==> config.mk <==
export PLATFORM = sky130hd
export DESIGN_NAME = pin_uart_rx_flat
export DESIGN_NICKNAME = d
export VERILOG_FILES = /design/src/rtl/pin_uart_rx_if.sv /design/src/rtl/pin_uart_rx.sv /design/src/flat_wrapper.sv
export SDC_FILE = /design/constraint.sdc
export NUM_CORES = 1
export LEC_CHECK = 0
export ABC_AREA = 1
export BUFFER_PORTS_ARGS = -buffer_cell sky130_fd_sc_hd__buf_2
export CORE_MARGIN = 8
export CORE_UTILIZATION = 25
export CTS_BUF_LIST = sky130_fd_sc_hd__clkbuf_4
export CTS_CLUSTER_DIAMETER = 40
export DETAILED_ROUTE_END_ITERATION = 10
export GPL_TIMING_DRIVEN = 0
export SLEW_MARGIN = 40
export SYNTH_ARGS = -nofsm -noshare
export SYNTH_HDL_FRONTEND = slang
export SYNTH_SLANG_ARGS = --single-unit
==> constraint.sdc <==
create_clock -name i_clk -period 2.7 [get_ports i_clk]
set_input_delay 0.27 -clock i_clk [delete_from_list [all_inputs] [get_ports i_clk]]
set_output_delay 0.27 -clock i_clk [all_outputs]
set_load 0.05 [all_outputs]
==> src/rtl/pin_uart_rx_if.sv <==
// Byte-delivery bundle between the UART receiver and its fabric consumer.
// The receiver owns data/valid/status; the consumer owns ready.
interface pin_uart_rx_if;
    logic [7:0] rx_data;
    logic       rx_valid;
    logic       rx_ready;
    logic       rx_busy;
    logic       frame_err;
    logic       overrun;

    modport master (
        output rx_data,
        output rx_valid,
        output rx_busy,
        output frame_err,
        output overrun,
        input  rx_ready
    );

    modport slave (
        input  rx_data,
        input  rx_valid,
        input  rx_busy,
        input  frame_err,
        input  overrun,
        output rx_ready
    );
endinterface

==> src/rtl/pin_uart_rx.sv <==
// 8N1 UART receiver for one raw header pin: mid-bit sampling, valid/ready
// delivery, single-cycle framing-error and overrun pulses.
module pin_uart_rx #(
    parameter int F_CLK = 48000000,
    parameter int BAUD  = 115200
) (
    input  logic          i_clk,
    input  logic          i_rst,
    input  logic          i_rx_pin,
    pin_uart_rx_if.master bus
);
    localparam int CPB   = F_CLK / BAUD;
    localparam int HALF  = CPB / 2;
    localparam int CNT_W = (CPB < 4) ? 2 : $clog2(CPB);

    localparam logic [CNT_W-1:0] CNT_HALF_M1 = CNT_W'(HALF - 1);
    localparam logic [CNT_W-1:0] CNT_CPB_M1  = CNT_W'(CPB - 1);
    localparam logic [CNT_W-1:0] CNT_ZERO    = CNT_W'(0);
    localparam logic [CNT_W-1:0] CNT_ONE     = CNT_W'(1);

    if (CPB < 4) begin : g_cpb_check
        $error("pin_uart_rx: F_CLK/BAUD must be at least 4");
    end

    typedef enum logic [2:0] {
        ST_IDLE  = 3'd0,
        ST_START = 3'd1,
        ST_DATA  = 3'd2,
        ST_STOP  = 3'd3,
        ST_BREAK = 3'd4
    } state_t;

    logic             r_sync1;
    logic             r_sync2;
    logic [1:0]       r_fill;
    logic             r_armed;
    state_t           r_state;
    logic [CNT_W-1:0] r_cnt;
    logic [2:0]       r_bit_idx;
    logic [7:0]       r_shift;
    logic [7:0]       r_data;
    logic             r_valid;
    logic             r_busy;
    logic             r_ferr;
    logic             r_ovr;

    logic             w_rxs;
    state_t           w_state_nxt;
    logic [CNT_W-1:0] w_cnt_nxt;
    logic [2:0]       w_bit_nxt;
    logic [7:0]       w_shift_nxt;
    logic             w_good;
    logic             w_ferr;
    logic             w_accept;
    logic             w_busy_nxt;

    assign w_rxs      = r_sync2;
    assign w_accept   = r_valid & bus.rx_ready;
    assign w_busy_nxt = (w_state_nxt == ST_START) || (w_state_nxt == ST_DATA) ||
                        (w_state_nxt == ST_STOP);

    // Pin synchronizer and arming; r_fill ensures arming only sees real pin samples, not reset values.
    always_ff @(posedge i_clk) begin
        if (i_rst) begin
            r_sync1 <= 1'b1;
            r_sync2 <= 1'b1;
            r_fill  <= 2'b00;
            r_armed <= 1'b0;
        end else begin
            r_sync1 <= i_rx_pin;
            r_sync2 <= r_sync1;
            r_fill  <= {r_fill[0], 1'b1};
            r_armed <= r_armed | (r_fill[1] & w_rxs);
        end
    end

    // FSM state, bit timer, bit index and shift register.
    always_ff @(posedge i_clk) begin
        if (i_rst) begin
            r_state   <= ST_IDLE;
            r_cnt     <= CNT_ZERO;
            r_bit_idx <= 3'd0;
            r_shift   <= 8'h00;
        end else begin
            r_state   <= w_state_nxt;
            r_cnt     <= w_cnt_nxt;
            r_bit_idx <= w_bit_nxt;
            r_shift   <= w_shift_nxt;
        end
    end

    // Next-state logic with start validation, data capture and stop check.
    always_comb begin
        w_state_nxt = r_state;
        w_cnt_nxt   = r_cnt;
        w_bit_nxt   = r_bit_idx;
        w_shift_nxt = r_shift;
        w_good      = 1'b0;
        w_ferr      = 1'b0;
        case (r_state)
            ST_IDLE: begin
                w_cnt_nxt = CNT_ZERO;
                w_bit_nxt = 3'd0;
                if (r_armed && !w_rxs) begin
                    w_state_nxt = ST_START;
                end else begin
                    w_state_nxt = ST_IDLE;
                end
            end
            ST_START: begin
                if (r_cnt == CNT_HALF_M1) begin
                    w_cnt_nxt = CNT_ZERO;
                    w_bit_nxt = 3'd0;
                    if (w_rxs) begin
                        w_state_nxt = ST_IDLE;
                    end else begin
                        w_state_nxt = ST_DATA;
                    end
                end else begin
                    w_cnt_nxt = r_cnt + CNT_ONE;
                end
            end
            ST_DATA: begin
                if (r_cnt == CNT_CPB_M1) begin
                    w_cnt_nxt              = CNT_ZERO;
                    w_shift_nxt[r_bit_idx] = w_rxs;
                    if (r_bit_idx == 3'd7) begin
                        w_bit_nxt   = 3'd0;
                        w_state_nxt = ST_STOP;
                    end else begin
                        w_bit_nxt = r_bit_idx + 3'd1;
                    end
                end else begin
                    w_cnt_nxt = r_cnt + CNT_ONE;
                end
            end
            ST_STOP: begin
                if (r_cnt == CNT_CPB_M1) begin
                    w_cnt_nxt = CNT_ZERO;
                    if (w_rxs) begin
                        w_good      = 1'b1;
                        w_state_nxt = ST_IDLE;
                    end else begin
                        w_ferr      = 1'b1;
                        w_state_nxt = ST_BREAK;
                    end
                end else begin
                    w_cnt_nxt = r_cnt + CNT_ONE;
                end
            end
            ST_BREAK: begin
                w_cnt_nxt = CNT_ZERO;
                if (w_rxs) begin
                    w_state_nxt = ST_IDLE;
                end else begin
                    w_state_nxt = ST_BREAK;
                end
            end
            default: begin
                w_state_nxt = ST_IDLE;
                w_cnt_nxt   = CNT_ZERO;
                w_bit_nxt   = 3'd0;
            end
        endcase
    end

    // Registered delivery, handshake and status pulses.
    always_ff @(posedge i_clk) begin
        if (i_rst) begin
            r_data  <= 8'h00;
            r_valid <= 1'b0;
            r_busy  <= 1'b0;
            r_ferr  <= 1'b0;
            r_ovr   <= 1'b0;
        end else begin
            r_busy <= w_busy_nxt;
            r_ferr <= w_ferr;
            if (w_good && (!r_valid || w_accept)) begin
                r_data  <= r_shift;
                r_valid <= 1'b1;
                r_ovr   <= 1'b0;
            end else if (w_good) begin
                r_ovr <= 1'b1;
            end else begin
                r_ovr <= 1'b0;
                if (w_accept) begin
                    r_valid <= 1'b0;
                end
            end
        end
    end

    assign bus.rx_data   = r_data;
    assign bus.rx_valid  = r_valid;
    assign bus.rx_busy   = r_busy;
    assign bus.frame_err = r_ferr;
    assign bus.overrun   = r_ovr;
endmodule

==> src/flat_wrapper.sv <==
// flat-port wrapper written by rule: the top's interface ports become plain ports
module pin_uart_rx_flat 
#(
    parameter int F_CLK = 48000000,
    parameter int BAUD  = 115200
)
  (i_clk, i_rst, i_rx_pin, bus_rx_data, bus_rx_valid, bus_rx_busy, bus_frame_err, bus_overrun, bus_rx_ready);
  pin_uart_rx_if bus_i ();
  input  logic i_clk;
  input  logic i_rst;
  input  logic i_rx_pin;
  output wire logic [$bits(bus_i.rx_data)-1:0] bus_rx_data;
  output wire logic [$bits(bus_i.rx_valid)-1:0] bus_rx_valid;
  output wire logic [$bits(bus_i.rx_busy)-1:0] bus_rx_busy;
  output wire logic [$bits(bus_i.frame_err)-1:0] bus_frame_err;
  output wire logic [$bits(bus_i.overrun)-1:0] bus_overrun;
  input wire logic [$bits(bus_i.rx_ready)-1:0] bus_rx_ready;
  assign bus_rx_data = bus_i.rx_data;
  assign bus_rx_valid = bus_i.rx_valid;
  assign bus_rx_busy = bus_i.rx_busy;
  assign bus_frame_err = bus_i.frame_err;
  assign bus_overrun = bus_i.overrun;
  assign bus_i.rx_ready = bus_rx_ready;
  pin_uart_rx #(.F_CLK(F_CLK), .BAUD(BAUD)) u_core (.i_clk(i_clk), .i_rst(i_rst), .i_rx_pin(i_rx_pin), .bus(bus_i));
endmodule
==> reports/metrics.cfg, run 1 <==
[global_routing]
first_global_vias = 1344
grt_max_degree = 13
grt_overflow = 0
track_usage_pct = 7.171
antenna_found_initial = 0
grt_pass1_wl_um = 5865

[sta]
hold_viol_final = 0
min_period_ns = 1.611
worst_slack_ns = 1.089
rsz0062_at_grt = no
setup-violations-final = 0
skew_ns = 0.01440
worstMarginPinSlew_ns = 0.4774
slew_viol_final = 0
slew_headroom_pct = 68.17
tns_ns = 0
fin_hold_ws_ns = 0.1163
period_share_pct = 59.65
fmax_ghz = 0.6209

[routing]
wl_per_cell_um = 9.000
drc_errors = 0
via_count = 1479
wl_um = 3366
via_per_inst = 3.955
drt_iter0_markers = 43
drtAntennaViolNets = 0
drtPass1Iterations = 4

[place]
place_ws_ns = 1.074
dpl_cell_area_um2 = 1978
dp.cells = 366
place_congestion = 0.7860
port_buffers = 14
place.detailed.hpwl_um = 2496

[yosys]
async_reset_ff_share_pct = 0
synth_top_cell_by_area = dfxtp_1
ys.flop_type = dfxtp_1
syn_nets = 260
syn_area_um2 = 1784
synth-edff-count = 0
synth.top_cells.by_area = dfxtp_1 (45%), nand2_1 (13%), nor2_1 (12%), inv_1 (5.5%), nand3_1 (5.0%)
yosysSeqAreaShare_pct = 44.88
yosysMostFrequentCell = nand2_1
synth_area_per_cell_um2 = 7.052
yosysWarnings = 0
synth_top_area_share_pct = 44.88
ys_ff_latch = 40
synthTopCellsByCount = nand2_1 (64), nor2_1 (59), dfxtp_1 (40), inv_1 (26), nand3_1 (18)
synth.distinct_cells = 23
synthCells = 253

[finish]
instances_no_fill = 374
diodes = 0
fillers = 768
area_growth_pct = 15.36
drive_above_1_share_pct = 13.45
finalInstanceArea_um2 = 2058
fin_nets = 281

[critical_path]
worstSetupStartpointType = flip-flop
path_max_fanout = 10
end_kind = flip-flop
crit_required_ns = 2.99
critical_path_arrival_ns = 1.90
crit_type = flip-flop to flip-flop

[flow_run]
max_cap_viol_count = 0

[clocking]
path_clk_slew_ns = 0.12
ctsHtreeMaxLevel = 2
cts_tree = yes
clk_path_buf_depth = 2
cts_made_buffers = 5
postCtsSetupBuffers = 0
clockRootBuffer = clkbuf_4
numClockSinks = 40
cts_hold_buf = 0
clk_latency_ns = 0.35
cts_resized = 0

[floorplan]
die_area_um2 = 10100
ios = 16
die-width_um = 100.5
design.core.area_um2 = 7098
die_h_um = 100.5
initial_core_util_pct = 25.14
rows = 31

[min_path]
hold_class = input port to flip-flop

[power_and_ir_drop]
p_leak_nw = 0.8912
p_per_area_nw_per_um2 = 498.8
peakVddDrop_uv = 177.0

[status]
status = completed

## final timing paths
path | start | end | slack (ns) | cells after the start
setup / recovery | u_core.r_cnt[0]$_SDFF_PP0_ | u_core.bus.rx_data[7]$_SDFFE_PP0P_ | 1.09 | 10
hold reg to reg | u_core.r_fill[0]$_DFF_P_ | u_core.r_fill[1]$_SDFF_PP0_ | 0.41 | 2
setup reg to reg | u_core.r_cnt[0]$_SDFF_PP0_ | u_core.bus.rx_data[7]$_SDFFE_PP0P_ | 1.09 | 10
hold / removal | i_rx_pin | u_core.r_sync1$_SDFF_PP1_ | 0.12 | 2
## where the power goes
group	switching, mW	internal, mW
clock	0.196	0.204
sequential	0.00346	0.595
combinational	0.0187	0.00878
total	0.218	0.808
## critical path: stages, from the launching register on
cell	delay, ns
dfxtp_1	0.37
ha_1	0.21
nand2_1	0.08
nor2_2	0.12
nand2_2	0.09
nor2_4	0.17
nand4_4	0.16
buf_6	0.19
nand2_1	0.05
nand2_1	0.04
nor2_1	0.08
## layer usage
| layer | vias up | part of all wire [%] | track usage, % |
|---|---|---|---|
| met5 | - | 0 | 0 |
| met4 | 0 | 2.3 | 4.186 |
| met1 | 639 | 51 | 8.415 |
| met3 | 6 | 4.3 | 2.210 |
| li1 | 817 | - | - |
| met2 | 17 | 42 | 11.28 |
## area by class of cell
cell class | instances | area (um^2) | area share [%]
clock buffer | 6 | 45.04 | 2.188
inverter | 28 | 105.1 | 5.106
sequential | 40 | 800.8 | 38.91
buffer | 6 | 48.80 | 2.371
clock inverter | 2 | 35.03 | 1.702
timing repair buffer | 14 | 70.07 | 3.404
multi-input combinational | 179 | 829.5 | 40.30
tap | 99 | 123.9 | 6.018
## sequential cells by signal (all words and copies together) (netlist names)
signal                cells
u_core.r_shift            8
u_core.bus.overrun        1
u_core.r_armed            1
u_core.r_sync1            1
u_core.bus.rx_data        8
u_core.r_fill             2
u_core.r_sync2            1
u_core.r_state            3
u_core.r_cnt              9
u_core.r_bit_idx          3
u_core.bus.frame_err      1
u_core.bus.rx_valid       1
u_core.bus.rx_busy        1
## cell families (layout without fill, tap and decap cells)
family	count (synthesis)	after routing	synth area share (%)
AOI/OAI and AO/OA	12	12	3.506
xor gates and xnor gates	6	6	2.945
adders and majority gates	3	3	2.104
and+or+nand+nor	158	158	37.94
buffers and inverters	34	56	8.625
DFF	40	40	44.88
## cells in the final DEF (no fill, tap or decap), types with 2 or more instances in the layout
master	instances
or2_2	2
nor3_1	5
nand2_2	2
buf_2	15
nor2_4	2
a21oi_1	9
nor2_2	2
buf_6	2
inv_2	2
xor2_1	4
xnor2_1	2
clkbuf_4	6
nand2_1	64
nand4_1	3
o21ai_0	2
ha_1	3
clkbuf_1	2
nor2_1	59
nand3_1	18
inv_1	26
dfxtp_1	40
## through the flow
stage                     power [mW]  util (%)
after floorplan               0.6306         -
after global placement        0.6392     27.87
after detailed placement      0.6394     27.87
after CTS                      1.045     29.00
after global routing           1.061     29.00
final                          1.027     29.00
Note: power is estimated with default switching activity, not from simulation.
==> run 2: changes to the inputs <==
Clock period 2.7 ns to 1.35 ns, I/O delays scaled along.
==> run 2 against run 1 <==
Against the previous run: clock power is 51% higher; highest routed layer unchanged; combinational power is 120% higher; critical endpoint is now u_core.r_shift[4]$_SDFFE_PP0P_; cell count up 3.5%; maximum frequency grew 9.0%; final area increased by 7.8%; the flow now finishes with violations (setup timing); flip-flop and latch count unchanged.
==> reports/metrics.cfg, run 2 (synthesized netlist as in run 1, its figures left out) <==
[floorplan]
initial_core_util_pct = 25.14
ios = 16
rows = 31
die_h_um = 100.5
design.core.area_um2 = 7098
die_area_um2 = 10100
die-width_um = 100.5

[routing]
drc_errors = 0
drtAntennaViolNets = 0
drtPass1Iterations = 4
via_count = 1574
wl_um = 3656
wl_per_cell_um = 9.447
drt_iter0_markers = 83
via_per_inst = 4.067

[status]
violations = setup timing
status = finished, violations left

[global_routing]
grt_overflow = 0
grtUsageMet3_pct = 2.348
track_usage_pct = 8.370
top_usage_layer = met2
use_met1_pct = 10.11
grt_pass1_wl_um = 6831
use_met2_pct = 13.44
antenna_found_initial = 0
first_global_vias = 1515
grt_max_degree = 12

[finish]
drive_above_1_share_pct = 22.22
utilization_pct = 31.27
fillers = 763
largest_reg_flops = 9
seqCellArea_um2 = 803.3
mostFrequentLayoutCells = nand2_1 (62), nor2_1 (52), dfxtp_1 (38)
area_growth_pct = 24.40
largest_register = u_core.r_cnt
fin_nets = 294
multiInputGateArea_um2 = 912.1
diodes = 0
instances_no_fill = 387
final_common_cell = nand2_1

[sta]
setup-violations-final = 34
skew_ns = 0.01375
slew_headroom_pct = 62.78
rsz0062_at_grt = yes
slew_viol_final = 0
fmax_ghz = 0.6766
worstMarginPinSlew_ns = 0.5541
hold_viol_final = 0
min_period_ns = 1.478
worst_slack_ns = -0.1280
period_share_pct = 109.5

[critical_path]
r2r_cells = 11
r2r-start = u_core.r_cnt[0]$_SDFF_PP0_
crit_required_ns = 1.60
crit_end = u_core.r_shift[4]$_SDFFE_PP0P_
crit_start = u_core.r_cnt[0]$_SDFF_PP0_
path_max_fanout = 3
reg2reg_to = u_core.r_shift[4]$_SDFFE_PP0P_
r2r_slack_ns = -0.13
worstSetupStartpointType = flip-flop
crit_type = flip-flop to flip-flop
critical_path_arrival_ns = 1.73
end_kind = flip-flop

[clocking]
ctsHtreeMaxLevel = 2
path_clk_slew_ns = 0.11
cts_made_buffers = 5
numClockSinks = 40
clockRootBuffer = clkbuf_4
cts_tree = yes
clk_latency_ns = 0.34
clk_path_buf_depth = 2

[min_path]
hold_class = input port to flip-flop

[place]
dp.cells = 366
place_congestion = 0.7797
place.detailed.hpwl_um = 2495
port_buffers = 14

[power_and_ir_drop]
totalPowerFinal_mw = 1.863
p_per_area_nw_per_um2 = 839.2
peakVddDrop_uv = 303.9
p_leak_nw = 0.9671

[flow_run]
max_cap_viol_count = 0

## run 2: layer usage
layer	vias up	wire length [um]	share of wire [%]
met5	-	0	0
met4	0	74	2.0
met3	6	153	4.2
met2	25	1657	45
met1	695	1771	48
li1	848	-	-
## run 2: critical path, stage by stage (launching register included)
cell and delay (ns):
dfxtp_2 0.37, ha_4 0.14, nand2_2 0.06, nor2_4 0.10, nand2_2 0.07, nor2_4 0.14, buf_4 0.15, nand2_1 0.08
nor2_2 0.13, nand2_1 0.06, nand2_1 0.06, nor2_1 0.04
## run 2: how the worst min path moves through the flow
stage                  from                       endpoint  slack, ns  cells after the start
2_1_floorplan      i_rx_pin      u_core.r_sync1$_SDFF_PP1_       0.24                      1
3_3_place_gp       i_rx_pin      u_core.r_sync1$_SDFF_PP1_       0.32                      2
3_5_place_dp       i_rx_pin      u_core.r_sync1$_SDFF_PP1_       0.32                      2
4_1_cts        bus_rx_ready  u_core.bus.overrun$_SDFF_PP0_       0.15                      4
5_1_grt        bus_rx_ready  u_core.bus.overrun$_SDFF_PP0_       0.16                      4
6_report       bus_rx_ready  u_core.bus.overrun$_SDFF_PP0_       0.17                      4
## run 2: cell type report
class	count	area share [%]
well taps	99	5.581
inverters	28	4.735
clock buffers	7	2.368
clock inverters	1	0.1691
repair buffers	26	7.666
flip-flops and latches	40	36.19
multi-input cells	180	41.09
plain buffers	6	2.198
## run 2: what timing repair did
item | in CTS | in global routing
hold buffers | 1 | 0
buffers inserted | 8 | 2
resized for setup | 14 | 8
cloned | 2 | 0
setup endpoints to repair | 32 | 35
pin swaps | 5 | 1
endpoints found under the hold margin | 1 | 0
## run 2: power breakdown
group / total (mW) / internal [mW] / switching (mW)
clock network: 0.605 / 0.241 / 0.364
registers: 1.20 / 1.19 / 0.00659
logic: 0.0612 / 0.0203 / 0.0409
## run 2: through the flow
stage / worst slack (ns) / TNS (ns) / instance area [um^2] / hold WS, ns
after floorplan: -0.04682 / -0.3746 / 1799 / 0.2388
after global placement: -0.2312 / -4.493 / 1993 / 0.3211
after detailed placement: -0.2327 / -4.567 / 1993 / 0.3213
after CTS: -0.1203 / -1.722 / 2176 / 0.1476
after global routing: -0.2700 / -6.313 / 2220 / 0.1573
final: -0.1280 / -1.913 / 2220 / 0.1744
==> run 3: changes to the inputs <==
Settings changed: REMOVE_ABC_BUFFERS set to 1.
==> run 3 against run 2 <==
Against the previous run: the flow still finishes with violations (setup timing); clock skew down 0.0060 ns; register-to-register slack better by 0.02 ns; flip-flop and latch count unchanged; clock power up 0.7%; core utilization up 0.44 points; routed wire length up 2.2%; global-route usage down 0.64 points; critical path type unchanged; critical endpoint is now u_core.bus.rx_data[3]$_SDFFE_PP0P_; highest routed layer unchanged.
==> reports/metrics.cfg, run 3 (synthesized netlist as in run 1, its figures left out) <==
[status]
status = finished, violations left
violations = setup timing

[sta]
skew_ns = 0.007735
slew_headroom_pct = 68.29
fin_hold_ws_ns = 0.1401
tns_ns = -1.702
period_share_pct = 108.1
rsz0062_at_grt = yes
min_period_ns = 1.459
slew_viol_final = 0
hold_viol_final = 0
worstMarginPinSlew_ns = 0.4751
worst_slack_ns = -0.1087
setup-violations-final = 30
fmax_ghz = 0.6855

[floorplan]
design.core.area_um2 = 7098
die_h_um = 100.5
die-width_um = 100.5
die_area_um2 = 10100
initial_core_util_pct = 25.14
rows = 31
ios = 16

[place]
port_buffers = 15
place.detailed.hpwl_um = 2379
place_congestion = 0.8091
dpl_cell_area_um2 = 1934

[finish]
largest_register = u_core.r_cnt
finalInstanceArea_um2 = 2251
area_growth_pct = 26.16
largest_reg_flops = 9
final_common_cell = nand2_1
mostFrequentLayoutCells = nand2_1 (54), nor2_1 (53), dfxtp_1 (37)
drive_above_1_share_pct = 24.91
diodes = 0
fin_nets = 287
utilization_pct = 31.71

[routing]
drtPass1Iterations = 4
drc_errors = 0
wl_per_cell_um = 9.834
via_count = 1566
drtAntennaViolNets = 0
wl_um = 3737
via_per_inst = 4.121
drt_iter0_markers = 83

[global_routing]
antenna_found_initial = 0
grt_pass1_wl_um = 6320
grt_overflow = 0
first_global_vias = 1447
grt_max_degree = 20
track_usage_pct = 7.731

[critical_path]
reg2reg_to = u_core.bus.rx_data[3]$_SDFFE_PP0P_
critical_path_arrival_ns = 1.71
r2r-start = u_core.r_cnt[0]$_SDFF_PP0_
crit_required_ns = 1.60
crit_type = flip-flop to flip-flop
worstSetupStartpointType = flip-flop
r2r_slack_ns = -0.11
path_max_fanout = 8
end_kind = flip-flop
r2r_cells = 9

[min_path]
hold_depth = 4
hold_class = input port to flip-flop
hold_path.startpoint = bus_rx_ready
min_to = u_core.bus.overrun$_SDFF_PP0_

[clocking]
clockRootBuffer = clkbuf_4
clk_path_buf_depth = 2
clk_latency_ns = 0.34
ctsHtreeMaxLevel = 2
numClockSinks = 40
cts_tree = yes
path_clk_slew_ns = 0.11
cts_made_buffers = 5

[flow_run]
max_cap_viol_count = 0

[power_and_ir_drop]
peakVddDrop_uv = 254.0
p_leak_nw = 0.9727
p_per_area_nw_per_um2 = 826.8

run 3: cell types whose count changed in the layout (fill, tap and decap cells not counted), sizes merged:
cell	before	now
clkbuf	10	8
buf	28	23
run 3: metal layers:
metal / global-route usage [%] / vias to the layer above / wire length (um)
met3: 1.727 / 6 / 103
met4: 3.837 / 0 / 74
met1: 9.621 / 702 / 1859
met2: 12.26 / 21 / 1699
li1: - / 837 / -
met5: 0 / - / 0
run 3: cell type report:
class | instances | area, um^2
Sequential cell | 40 | 804.5
Timing Repair Buffer | 25 | 198.9
Inverter | 28 | 105.1
Multi-Input combinational cell | 180 | 962.2
Clock inverter | 1 | 3.754
Tap cell | 99 | 123.9
Fill cell | 746 | 4847
Clock buffer | 7 | 52.55
run 3: repair_timing:
item | in CTS | in global routing
setup buffers | 6 | 2
resized for setup | 17 | 25
endpoints found under the setup margin | 35 | 35
endpoints found under the hold margin | 1 | 0
cloned | 2 | 0
pin swaps | 7 | 17
hold buffers | 1 | 0
run 3: worst max-delay path: stages (launching register included):
cell,delay [ns]
dfxtp_2,0.37
ha_4,0.16
nand2_4,0.05
nor2_4,0.09
nand2_2,0.07
nor2_4,0.14
nand4_4,0.14
clkbuf_16,0.21
nor2_1,0.09
nor2_1,0.05
run 3: worst max path at each step:
stage | from | endpoint | slack (ns) | cells after the start
2_1_floorplan | u_core.r_cnt[0]$_SDFF_PP0_ | u_core.bus.rx_data[0]$_SDFFE_PP0P_ | -0.02 | 8
3_3_place_gp | u_core.r_cnt[0]$_SDFF_PP0_ | u_core.bus.rx_data[1]$_SDFFE_PP0P_ | -0.25 | 8
3_5_place_dp | u_core.r_cnt[0]$_SDFF_PP0_ | u_core.bus.rx_data[3]$_SDFFE_PP0P_ | -0.30 | 8
4_1_cts | u_core.r_cnt[1]$_SDFF_PP0_ | u_core.bus.rx_data[7]$_SDFFE_PP0P_ | -0.20 | 10
5_1_grt | u_core.r_cnt[0]$_SDFF_PP0_ | u_core.bus.rx_data[0]$_SDFFE_PP0P_ | -0.24 | 10
6_report | u_core.r_cnt[0]$_SDFF_PP0_ | u_core.bus.rx_data[3]$_SDFFE_PP0P_ | -0.11 | 9
run 3: metrics by stage:
stage / std cells / setup WS (ns) / total power, mW
CTS: 378 / -0.1957 / 1.889
detailed placement: 361 / -0.2966 / 1.272
finish: 380 / -0.1087 / 1.861
global route: 380 / -0.2439 / 1.953
global placement: 361 / -0.2478 / 1.272
floorplan: 247 / -0.02304 / 1.250
run 3: report_power, final:
group          internal [mW]  leakage, nW  switching, mW
Combinational         0.0165        0.615         0.0354
Sequential              1.19        0.324         0.0102
Clock                  0.241       0.0338          0.368
